### config.mk
export PLATFORM = sky130hd
export DESIGN_NAME = fetch_unit
export DESIGN_NICKNAME = d
export VERILOG_FILES = /design/src/rtl/rv32i_types.sv /design/src/rtl/fetch_unit_buffer.sv /design/src/rtl/fetch_unit.sv
export SDC_FILE = /design/constraint.sdc
export NUM_CORES = 1
export LEC_CHECK = 0
export CORE_UTILIZATION = 49
export CTS_BUF_LIST = sky130_fd_sc_hd__clkbuf_16
export DETAILED_ROUTE_END_ITERATION = 10
export GPL_TIMING_DRIVEN = 0
export PLACE_DENSITY = 0.77
export REMOVE_ABC_BUFFERS = 1
export SKIP_LAST_GASP = 1
export SLEW_MARGIN = 10
export SYNTH_ARGS = -nofsm -noshare
export SYNTH_HDL_FRONTEND = slang
export SYNTH_HIERARCHICAL = 1
export SYNTH_SLANG_ARGS = --single-unit
### constraint.sdc
create_clock -name clk -period 2.6 [get_ports clk]
set_input_delay 0.39 -clock clk [delete_from_list [all_inputs] [get_ports clk]]
set_output_delay 0.39 -clock clk [all_outputs]
set_load 0.01 [all_outputs]
### src/rtl/rv32i_types.sv
// Shared RV32I front-end types: fetch FSM states, fetch buffer entry and PC step.
package rv32i_types;

    typedef enum logic [1:0] {IDLE, FETCH, WAIT, DRAIN} fetch_state_t;

    typedef struct packed {
        logic [31:0] pc;
        logic [31:0] instr;
    } fetch_entry_t;

    localparam logic [31:0] FETCH_PC_STEP = 32'd4;

    function automatic logic [31:0] sat_add32(input logic [31:0] a, input logic [31:0] b);
        logic [32:0] s;
        s = {1'b0, a} + {1'b0, b};
        return s[32] ? 32'hFFFF_FFFF : s[31:0];
    endfunction

endpackage

### src/rtl/fetch_unit_buffer.sv
// Small FIFO of fetched {pc, instr} entries; flush clears it, head reads 0 when empty.
module fetch_buffer
    import rv32i_types::*;
#(
    parameter int DEPTH = 2,
    localparam int PTR_W = $clog2(DEPTH),
    localparam int CNT_W = PTR_W + 1
) (
    input  logic               clk,
    input  logic               rst_n,
    input  logic               push,
    input  fetch_entry_t       push_data,
    input  logic               pop,
    input  logic               flush,
    output fetch_entry_t       head,
    output logic [CNT_W-1:0]   count,
    output logic               full,
    output logic               empty
);
    fetch_entry_t     mem_q [DEPTH];
    fetch_entry_t     mem_d [DEPTH];
    logic [PTR_W-1:0] wr_ptr_q, wr_ptr_d, rd_ptr_q, rd_ptr_d;
    logic [CNT_W-1:0] count_q, count_d;

    always_comb begin
        mem_d    = mem_q;
        wr_ptr_d = wr_ptr_q;
        rd_ptr_d = rd_ptr_q;
        count_d  = count_q;
        if (flush) begin
            wr_ptr_d = '0;
            rd_ptr_d = '0;
            count_d  = '0;
        end else begin
            // Pointers wrap naturally because DEPTH is a power of two.
            if (push) begin
                mem_d[wr_ptr_q] = push_data;
                wr_ptr_d        = wr_ptr_q + PTR_W'(1);
            end
            if (pop) rd_ptr_d = rd_ptr_q + PTR_W'(1);
            count_d = count_q + CNT_W'(push) - CNT_W'(pop);
        end
    end

    always_ff @(posedge clk or negedge rst_n) begin
        if (!rst_n) begin
            mem_q    <= '{default: '0};
            wr_ptr_q <= '0;
            rd_ptr_q <= '0;
            count_q  <= '0;
        end else begin
            mem_q    <= mem_d;
            wr_ptr_q <= wr_ptr_d;
            rd_ptr_q <= rd_ptr_d;
            count_q  <= count_d;
        end
    end

    assign count = count_q;
    assign empty = (count_q == '0);
    assign full  = (count_q == CNT_W'(DEPTH));
    assign head  = empty ? '0 : mem_q[rd_ptr_q];

endmodule

### src/rtl/fetch_unit.sv
// Instruction fetch: single-outstanding imem reads into a small buffer feeding decode.
// Optional FETCH_PERF_EN adds saturating fetched/squashed counters.
module fetch_unit
    import rv32i_types::*;
#(
    parameter logic [31:0] RESET_PC = 32'h0000_0060,
    parameter int          DEPTH    = 2
) (
    input  logic        clk,
    input  logic        rst,
    output logic        imem_read,
    output logic [31:0] imem_address,
    input  logic [31:0] imem_rdata,
    input  logic        imem_resp,
    input  logic        redirect_valid,
    input  logic [31:0] redirect_pc,
    output logic        instr_valid,
    input  logic        instr_ready,
    output logic [31:0] instr_rdata,
    output logic [31:0] instr_pc
`ifdef FETCH_PERF_EN
    ,
    output logic [31:0] perf_fetched,
    output logic [31:0] perf_squashed
`endif
);
    localparam int               CNT_W   = $clog2(DEPTH) + 1;
    localparam logic [CNT_W-1:0] DEPTH_C = CNT_W'(DEPTH);

    fetch_state_t     state_q, state_d;
    logic [31:0]      pc_q, pc_d, req_addr_q, req_addr_d, redir_pc;
    logic             push, pop, full, empty;
    logic [CNT_W-1:0] count, count_after;
    fetch_entry_t     head, push_entry;

    assign redir_pc    = redirect_pc & ~32'd3;
    assign instr_valid = !empty && !redirect_valid;
    assign pop         = instr_valid && instr_ready;
    assign push        = (state_q == FETCH) && imem_resp && !redirect_valid;
    assign count_after = count + CNT_W'(push) - CNT_W'(pop);
    assign push_entry  = '{pc: req_addr_q, instr: imem_rdata};
    assign instr_rdata = head.instr;
    assign instr_pc    = head.pc;

    fetch_buffer #(.DEPTH(DEPTH)) u_buf (
        .clk(clk), .rst_n(rst), .push(push), .push_data(push_entry), .pop(pop),
        .flush(redirect_valid), .head(head), .count(count), .full(full), .empty(empty)
    );

    always_ff @(posedge clk or negedge rst) begin
        if (!rst) begin
            state_q    <= IDLE;
            pc_q       <= RESET_PC;
            req_addr_q <= RESET_PC;
        end else begin
            state_q    <= state_d;
            pc_q       <= pc_d;
            req_addr_q <= req_addr_d;
        end
    end

    // In FETCH pc always equals req_addr, so the next sequential address is req_addr+4.
    always_comb begin
        state_d    = state_q;
        pc_d       = pc_q;
        req_addr_d = req_addr_q;
        if (redirect_valid) pc_d = redir_pc;
        case (state_q)
            IDLE: begin
                state_d    = FETCH;
                req_addr_d = redirect_valid ? redir_pc : pc_q;
            end
            FETCH: begin
                if (redirect_valid) begin
                    if (imem_resp) req_addr_d = redir_pc;
                    else           state_d    = DRAIN;
                end else if (imem_resp) begin
                    pc_d = req_addr_q + FETCH_PC_STEP;
                    if (count_after < DEPTH_C) req_addr_d = req_addr_q + FETCH_PC_STEP;
                    else                       state_d    = WAIT;
                end
            end
            WAIT: begin
                if (redirect_valid) begin
                    state_d    = FETCH;
                    req_addr_d = redir_pc;
                end else if (count_after < DEPTH_C) begin
                    state_d    = FETCH;
                    req_addr_d = pc_q;
                end
            end
            DRAIN: begin
                // The stale address stays on the bus until its response retires.
                if (imem_resp) begin
                    state_d    = FETCH;
                    req_addr_d = redirect_valid ? redir_pc : pc_q;
                end
            end
            default: state_d = IDLE;
        endcase
    end

    always_comb begin
        imem_read    = (state_q == FETCH) || (state_q == DRAIN);
        imem_address = req_addr_q;
    end

    a_no_overflow: assert property (@(posedge clk) disable iff (!rst) !(push && full && !pop));

`ifdef FETCH_PERF_EN
    logic        squash_resp;
    logic [31:0] perf_fetched_q, perf_fetched_d, perf_squashed_q, perf_squashed_d;

    always_comb begin
        squash_resp     = imem_resp && (((state_q == FETCH) && redirect_valid) || (state_q == DRAIN));
        perf_fetched_d  = sat_add32(perf_fetched_q, {31'd0, push});
        perf_squashed_d = sat_add32(perf_squashed_q,
                                    {31'd0, squash_resp} + (redirect_valid ? 32'(count) : 32'd0));
    end

    always_ff @(posedge clk or negedge rst) begin
        if (!rst) begin
            perf_fetched_q  <= '0;
            perf_squashed_q <= '0;
        end else begin
            perf_fetched_q  <= perf_fetched_d;
            perf_squashed_q <= perf_squashed_d;
        end
    end

    assign perf_fetched  = perf_fetched_q;
    assign perf_squashed = perf_squashed_q;
`endif

endmodule

==> run metrics <==
outcome complete, but fails checks; failing checks hold timing; IO buf count 164; Worst Setup Start Kind register; Final Skew 0.00667 ns; first-pass GRT wire length 42.8 mm; total power 12.4 mW; pre-CTS WS -2.05 ns; Final Hold Viols 18; Total Die Area 21,800 um^2; vias in the first global route 7,732; worst-path maximum fanout 34; Mapped Area 10,400 um^2; fraction of layout cells with a size suffix above 1 0.223; Crit path buffers/inverters 4; final net count 1,141; Pleak 5.67 nW; Worst IR Drop VDD 563 uV; DRT iter0 DRCs 600; crit path max-delay cell type clkdlybuf4s50_1; post-route antenna net violation count 0; Via-to-Cell Ratio 5.79; FF-to-FF setup slack 0.05 ns; Setup WS post-layout 0.0483 ns; fin crit period 2.55 ns; Peak Freq 392 MHz; synthesis-to-finish area growth 27.9%; max incr delay on CP 0.51 ns; DIE WIDTH 148 um; Starting Density 0.507; power per cell area 934 nW/um^2; synth warn 6; DPL Wire Length 16.3 mm; drt wl/cell 19.9 um; Slew HR 0.434; CP dominant cell by count buf_4; CP required 2.21 ns; Final Slew Violations 0; die height 148 um; largest net degree at the start of global routing 104; Worst-Margin Slew 0.845 ns; total gr overflow 0; RePlAce Congestion 0.767; most frequent cells in the layout dfrtp_1, clkdlybuf4s50_1, nor2_1; most common cell after layout, fill and taps aside dfrtp_1; H-tree levels 4; Skew-Pair Late Insertion Delay 0.44 ns; I/O pins 167; DRC violations left 0; drt first pass iters 5; Num CTS Buffers 17; Setup CP Type register to output port; Hold Slack -0.0378 ns; RSZ-0062 raised after global routing true; clock sinks 198; Critical Path AT 2.16 ns; FP Rows 52; syn_area_per_cell 11.6 um^2; # diodes 0; Max clock buf depth 2; CP delay by family, top buffers and inverters; final wirelength 26.9 mm; max-cap viol count 0; CTS tree built; Synth Instances 897; CTS clk-pin slew, worst paths 0.07 ns; Hold Path Class primary input to asynchronous set/reset pin; CORE AREA 20,500 um^2; initial antenna violation count 0; routed via count 7,826; Cell Chain, Critical Path nor2_4 > buf_4 > buf_4 > buf_12 > nor2_1 > clkdlybuf4s50_1; gr usage total 0.252; setup violators final 0; Final period util 0.981; CTS root buf clkbuf_16; crit path capture type output port
==> sequential cells by signal, summed over array words and instances, names as in the netlist <==
signal and cells:
imem_address 32, pc_q 32, state_q 2, u_buf/count 2
u_buf/mem_q 128, u_buf/rd_ptr_q 1, u_buf/wr_ptr_q 1
==> worst paths after layout <==
check,start,to,cells past startpoint
max in group asynchronous,rst,u_buf/mem_q[116],2
setup reg to reg,u_buf/count[0],imem_address[20],12
min in group clk,redirect_valid,u_buf/rd_ptr_q,2
hold / removal,rst,u_buf/mem_q[22],1
setup / recovery,u_buf/count[0],instr_pc[15],6
hold reg to reg,u_buf/mem_q[104],u_buf/mem_q[104],1
==> metal layers <==
layer / routed length, um / track usage / vias to the layer above
met1: 12100 / 0.350 / 3942
met5: 0 / 0 / -
met2: 12600 / 0.399 / 301
met3: 1740 / 0.0537 / 35
li1: - / - / 3548
met4: 424 / 0.0680 / 0
==> final cells by class <==
class                           count  area (um^2)
Fill cell                        1598         7210
Multi-Input combinational cell    626         5110
Sequential cell                   198         4960
Timing Repair Buffer              204         2150
Clock buffer                       17          425
Tap cell                          270          338
Clock inverter                     15          194
Inverter                           20         95.1
Timing Repair inverter              1         8.76
==> where the power goes <==
part / switching [mW] / leakage, nW / total [mW] / internal [mW]
Clock: 1.26 / 0.298 / 2.80 / 1.54
Combinational: 1.97 / 2.89 / 4.48 / 2.51
Sequential: 0.955 / 2.48 / 5.13 / 4.17
==> per-stage QoR <==
stage	std cells	instance area, um^2	util	TNS (ns)	hold slack [ns]
floorplan	840	9990	-	-418.94	0.0944
global placement	1274	12000	0.584	-2718.15	0.467
detailed placement	1292	12300	0.600	-267.97	0.472
CTS	1342	13200	0.644	0	0.00113
global route	1351	13300	0.648	-0.151	0.0179
finish	1351	13300	0.648	0	-0.0378
==> worst register-to-register path, cell delays in order, from the launching register on <==
cell and delay (ns):
dfrtp_1 0.42, nor2_4 0.17, clkbuf_16 0.15, nor2_1 0.05
and2_4 0.20, ha_2 0.21, xnor2_4 0.31, o32ai_4 0.13
buf_4 0.19, a21oi_4 0.22, buf_4 0.17, o21ai_0 0.07
o2bb2ai_1 0.14
==> timing repair <==
| action | in CTS | in global routing |
|---|---|---|
| cloned | 4 | 2 |
| pin swaps | 8 | 3 |
| hold buffers | 0 | 0 |
| setup buffers | 14 | 7 |
| resized for setup | 24 | 8 |
| endpoints found under the setup margin | 219 | 66 |
(Power assumes the default switching activity.)
